$ cat src/rtl/seq_mult.sv
// rtl/seq_mult.sv - sequential add-and-shift multiplier, signed/unsigned per transaction
// Valid/ready on operands and product; one partial-product step per cycle.
module seq_mult #(
  parameter int WIDTH = 8
) (
  input  logic                 clk,
  input  logic                 rst_n,
  input  logic                 in_valid,
  output logic                 in_ready,
  input  logic [WIDTH-1:0]     a,
  input  logic [WIDTH-1:0]     b,
  input  logic                 is_signed,
  output logic                 out_valid,
  input  logic                 out_ready,
  output logic [2*WIDTH-1:0]   product
);

  localparam int CW = $clog2(WIDTH);

  typedef enum logic [1:0] {IDLE, RUN, DONE} state_t;

  state_t               state, state_nxt;
  logic [WIDTH-1:0]     mcand;
  logic [WIDTH-1:0]     a_mag, b_mag;
  logic [2*WIDTH-1:0]   acc, acc_nxt;
  logic [WIDTH:0]       sum;
  logic [CW-1:0]        cnt;
  logic                 neg;
  logic                 last;

  // Magnitude of the most negative value wraps to itself, which is the correct unsigned magnitude.
  assign a_mag = (is_signed && a[WIDTH-1]) ? -a : a;
  assign b_mag = (is_signed && b[WIDTH-1]) ? -b : b;
  assign last  = (cnt == CW'(WIDTH-1));

  assign in_ready  = (state == IDLE);
  assign out_valid = (state == DONE);

  // Upper half accumulates with carry; lower half holds the remaining multiplier bits.
  always_comb begin
    sum     = {1'b0, acc[2*WIDTH-1:WIDTH]} + (acc[0] ? {1'b0, mcand} : '0);
    acc_nxt = {sum, acc[WIDTH-1:1]};
  end

  always_ff @(posedge clk or negedge rst_n) begin
    if (!rst_n) begin
      state <= IDLE;
    end else begin
      state <= state_nxt;
    end
  end

  always_comb begin
    state_nxt = state;
    case (state)
      IDLE:    if (in_valid)  state_nxt = RUN;
      RUN:     if (last)      state_nxt = DONE;
      DONE:    if (out_ready) state_nxt = IDLE;
      default:                state_nxt = IDLE;
    endcase
  end

  always_ff @(posedge clk or negedge rst_n) begin
    if (!rst_n) begin
      mcand   <= '0;
      acc     <= '0;
      cnt     <= '0;
      neg     <= 1'b0;
      product <= '0;
    end else begin
      case (state)
        IDLE: begin
          if (in_valid) begin
            mcand <= a_mag;
            acc   <= {{WIDTH{1'b0}}, b_mag};
            cnt   <= '0;
            neg   <= is_signed && (a[WIDTH-1] ^ b[WIDTH-1]);
          end
        end
        RUN: begin
          acc <= acc_nxt;
          cnt <= cnt + 1'b1;
          if (last) begin
            product <= neg ? -acc_nxt : acc_nxt;
          end
        end
        default: ;
      endcase
    end
  end

endmodule

$ cat config.mk
export PLATFORM = sky130hd
export DESIGN_NAME = seq_mult
export DESIGN_NICKNAME = d
export VERILOG_FILES = /design/src/rtl/seq_mult.sv
export SDC_FILE = /design/constraint.sdc
export NUM_CORES = 1
export LEC_CHECK = 0
export BUFFER_PORTS_ARGS = -buffer_cell sky130_fd_sc_hd__buf_2
export CAP_MARGIN = 5
export CORE_UTILIZATION = 29
export CTS_CLUSTER_SIZE = 14
export DETAILED_ROUTE_END_ITERATION = 12
export GPL_TIMING_DRIVEN = 0
export PLACE_DENSITY_LB_ADDON = 0.05
export SYNTH_ARGS = -nofsm -noshare
export SYNTH_HDL_FRONTEND = slang
export SYNTH_SLANG_ARGS = --single-unit
$ cat constraint.sdc
create_clock -name clk -period 2.64 [get_ports clk]
set_input_delay 0.264 -clock clk [delete_from_list [all_inputs] [get_ports clk]]
set_output_delay 0.264 -clock clk [all_outputs]
set_load 0.1 [all_outputs]
Yosys cells after proc, flatten, opt, wreduce, memory -nomap -nowiden --
Index checks and enable logic that the tools add are counted.
Storage, ports and cells: register bits after elaboration 46, bits of input ports 21, logic and storage cells 39
Cells by class: $add $sub $neg 5, eq/ne operators 6, mux-type cells 12, bitwise logic cells 1, reductions and logical operators 9
Operator list (count):
- two-way mux 16 bit | 2
- one-hot mux 16 bit (2 select lines) | 1
- two-way mux 8 bit | 3
- negator 16 bit | 1
- negator 8 bit | 2
- adder 8 x 8 -> 9 bit | 1
- two-way mux 2 bit | 3
- one-hot mux 2 bit (3 select lines) | 1
- one-hot mux 3 bit (2 select lines) | 1
- AND reduction 2 bit | 3
- inequality test 2 bit (second input constant) | 2
- adder 3 x 1 -> 3 bit (second input constant) | 1
- == test 3 bit (second input constant) | 1
- logical AND 1 bit | 3
- two-way mux 3 bit | 1
- AND reduction 3 bit | 1
- == test 2 x 1 -> 1 bit (second input constant) | 1
- == test 2 bit (second input constant) | 1
- logical NOT 2 bit | 1
- inequality test 2 x 1 -> 1 bit (second input constant) | 1
- nonzero test 2 bit | 1
- XOR 1 bit | 1

Longest topological paths before layout --
depth after elaboration 4, depth in mapped cells 9

Least setup slack after synthesis --
No wires, ideal clock.
path kind register to register, start register state[0], end register acc[2], library setup time 0.136 ns, arrival 2.562 ns, data required time 2.504 ns, slack -0.057 ns, cell stages (with the launch flop) 7, path buffers 1, period minus slack after synthesis 2.697 ns, cell sequence dfrtp_1 -> nor2_1 -> and2_1 -> clkbuf_1 -> nor2_1 -> a22oi_1 -> o21ai_0
Between the ends: word-level cells in the longest chain between the ends 3, elaborated cells on any way between the ends 6, classes of those cells eq/ne (2); mux (1); reduce/logical (3)
RTL lines:
- from (decl) | RTL line 22 | state_t state, state_nxt;
- from (signal assigned) | RTL line 49 | state <= state_nxt;
- logical NOT 2 bit (*)
- net in_ready | RTL line 9 | output logic in_ready,
- inequality test 2 bit (no line) / nonzero test 2 bit (equally long branches)
- AND reduction 2 bit (no line)
- to (signal assigned) | RTL line 75 | acc <= {{WIDTH{1'b0}}, b_mag};
- to (signal assigned) | RTL line 81 | acc <= acc_nxt;
- to (decl) | RTL line 25 | logic [2*WIDTH-1:0] acc, acc_nxt;
Mark *: on every way through the listed nets, which the timed path passes. The rest lies on a longest branch. A chain may end at the register's enable or synchronous reset.

Worst setup path in the final report --
start register acc[0], end register product[14]
Between the ends: word-level cells in the longest chain between the ends 4
RTL lines:
- two-way mux 8 bit (*) | RTL line 41 | sum = {1'b0, acc[2*WIDTH-1:WIDTH]} + (acc[0] ? {1'b0, mcand} : '0);
- adder 8 x 8 -> 9 bit (*) | RTL line 41
- negator 16 bit | RTL line 84 | product <= neg ? -acc_nxt : acc_nxt;
- two-way mux 16 bit (*) | RTL line 84
- to (signal assigned) | RTL line 84
- to (decl) | RTL line 15 | output logic [2*WIDTH-1:0] product
Mark *: on every way between the ends. The rest lies on a longest branch, timed or not.

==> run metrics <==
Detailed Place HPWL=5340 um; GRT Total Usage=15.57%; crit path time final=2.549 ns; via count=2,299; layout cell share with drive strength beyond 1=20.00%; crit path DAT=2.72 ns; P&R area growth vs syn=21.80%; placed cells=476; Post-Synthesis Cells=309; Final Util=36.32%; Fillers=983; commonest cells after routing, fill and taps aside=54 x nand2_1, 45 x dfrtp_1, 38 x buf_2, 25 x o21ai_0, 15 x o21ai_1; final period utilization=96.54%; Max Root-Sink Buffers=2; row count=35; syn avg cell area=8.916 um^2; final setup violating endpoints=0; CP bufs+invs=0; unrepaired setup endpoints after global routing=yes; Die Ht=99.47 um; final WL=7162 um; Initial Utilization=29.82%; CTS Hold Bufs=0; outcome=finished, final reports clean; max incr delay on CP=0.44 ns; worst relative slew slack=29.82%; ANT nets after route=0; worst path cell trace=and2_4, ha_4, fa_2, a21o_4, a221oi_4, xnor2_2, o41ai_2, xor2_1, o21ai_1; CTS tree=yes; drt wl/cell=14.65 um; Seq/Total Area, Yosys=41.78%; core area=9240 um^2; die area=9894 um^2; commonest non-fill, non-tap cell in the layout=nand2_1; clk slew on worst S/H paths=0.09 ns; Crit path max-delay family=compound AO/OA/AOI/OAI gates; clock latency on the worst-skew pair=0.30 ns; DRC Markers=0; Cell variety after synth=45; Max-Cap Viols=0; Inserted Diodes=0; io pins=39; CTS sink cnt=46; flops & latches, synth=46; clock root cell=clkbuf_8; first-pass GRT wire length=11,940 um; CP max-delay cell=dfrtp_2; measured slew at the worst slew-check pin=1.053 ns; grt total ovfl=0; clock skew=0.005876 ns; yosys warns=0; Placer Congestion=0.6963; Final Instance Count excl. Fillers=489; Worst Path Max Fanout=4; die width=99.47 um; fin. max-slew vios=0; Finished Cell Area=3356 um^2; Area after DPL=3109 um^2; DR vias/cell=4.701; Mapped Area=2755 um^2; number of global-route vias before repair=2,286; Final Net Count=394; largest net degree at the start of global routing=47; Worst Hold Class=input port to flop; H-tree levels=2; Final Hold Vio Count=0; initial drt markers=68; number of buffers added on ports=38; Startpoint Class=flop; Mapped Nets=344; TritonCTS Buffers=5; Critical Path Sink Type=flop; critical path type=flop to flop; DRT Pass-1 Iters=5; initial antenna violation count=0; Critical Path RT=2.81 ns; Max Fclk=0.3924 GHz
[Yosys cell counts, drive strengths merged]
| library cell | instances | area (um^2) |
|---|---|---|
| nand2 | 54 | 202.7 |
| dfrtp | 46 | 1151 |
| o21ai | 40 | 200.2 |
| nor2 | 16 | 67.56 |
| xor2 | 15 | 131.4 |
| ha | 13 | 162.7 |
| nand3 | 12 | 60.06 |
| xnor2 | 12 | 105.1 |
| clkbuf | 11 | 41.29 |
| inv | 11 | 41.29 |
| and2 | 10 | 63.81 |
| a21oi | 8 | 40.04 |
| a22oi | 7 | 52.55 |
| nor3 | 6 | 35.03 |
| o31ai | 6 | 50.05 |
| a31oi | 5 | 31.28 |
| mux2i | 4 | 40.04 |
| nand2b | 4 | 25.02 |
| o41ai | 3 | 33.79 |
| or3 | 3 | 18.77 |
| a211oi | 2 | 20.02 |
| a21o | 2 | 16.27 |
| and3 | 2 | 12.51 |
| buf | 2 | 7.510 |
| nor4 | 2 | 12.51 |
| o221ai | 2 | 17.52 |
| or2 | 2 | 12.52 |
| a221oi | 1 | 15.01 |
| a222oi | 1 | 10.01 |
| fa | 1 | 20.02 |
| nor2b | 1 | 6.260 |
| nor3b | 1 | 12.51 |
| o2111a | 1 | 11.26 |
| o21a | 1 | 7.510 |
| o21ba | 1 | 10.01 |
| o311a | 1 | 10.01 |
[final cells by class]
| class | instances | area (um^2) | area share, % |
|---|---|---|---|
| multi-input cells | 239 | 1605 | 47.84 |
| clock inverters | 1 | 30.03 | 0.8949 |
| well taps | 129 | 161.4 | 4.810 |
| clock buffers | 7 | 76.32 | 2.274 |
| plain buffers | 13 | 48.80 | 1.454 |
| inverters | 11 | 41.29 | 1.230 |
| repair buffers | 43 | 240.2 | 7.159 |
| flip-flops and latches | 46 | 1152 | 34.34 |
[worst register-to-register path: stages, from the launching register on]
cell and delay [ns]:
dfrtp_2 0.44, and2_4 0.15, ha_4 0.16, fa_2 0.40
a21o_4 0.24, a221oi_4 0.28, xnor2_2 0.13, o41ai_2 0.38
xor2_1 0.18, o21ai_1 0.07
[kinds of logic after synthesis]
logic type,share of synthesized area [%]
adder cells (fa/ha/maj),6.631
multiplexers,1.453
AND/OR/NAND/NOR,19.21
buffers and inverters,3.270
XOR/XNOR,8.583
flip-flops,41.78
AO/OA/AOI/OAI,19.07
[sequential cells by signal, indices dropped and copies added (netlist names)]
name,flops
state,2
mcand,8
product,16
cnt,3
acc,16
neg,1
[through the flow]
step	setup TNS, ns	hold slack (ns)	setup WS, ns
finish	0	0.1399	0.09147
global route	-0.06831	0.1606	-0.06831
CTS	0	0.1351	0.005947
detailed placement	-0.6189	0.4644	-0.2303
global placement	-0.5199	0.4557	-0.2116
floorplan	0	-0.03159	0.1308
[final timing paths]
kind	startpoint	endpoint	slack, ns	cells past startpoint
setup / recovery	acc[0]$_DFFE_PN0P_	product[14]$_DFFE_PN0P_	0.09	9
hold / removal	out_ready	state[1]$_DFFE_PN0P_	0.14	2
min in group asynchronous	rst_n	product[5]$_DFFE_PN0P_	0.15	1
setup reg to reg	acc[0]$_DFFE_PN0P_	product[14]$_DFFE_PN0P_	0.09	9
max in group asynchronous	rst_n	acc[0]$_DFFE_PN0P_	1.78	1
hold reg to reg	mcand[4]$_DFFE_PN0P_	mcand[4]$_DFFE_PN0P_	0.47	2
[layer usage]
layer | share of wire [%] | vias to the layer above | GRT usage [%]
met5 | 0 | - | 0
met2 | 44 | 42 | 25.11
li1 | - | 1174 | -
met4 | 0.94 | 0 | 3.733
met1 | 51 | 1078 | 21.68
met3 | 3.7 | 5 | 2.811
[timing repair]
item	CTS	global route
setup endpoints to repair	4	4
setup buffers	1	4
pin swaps	4	7
gates resized for setup	6	9
Power is not shown: default switching activity piles up to over one toggle a cycle in this logic, so the estimate is an artifact.
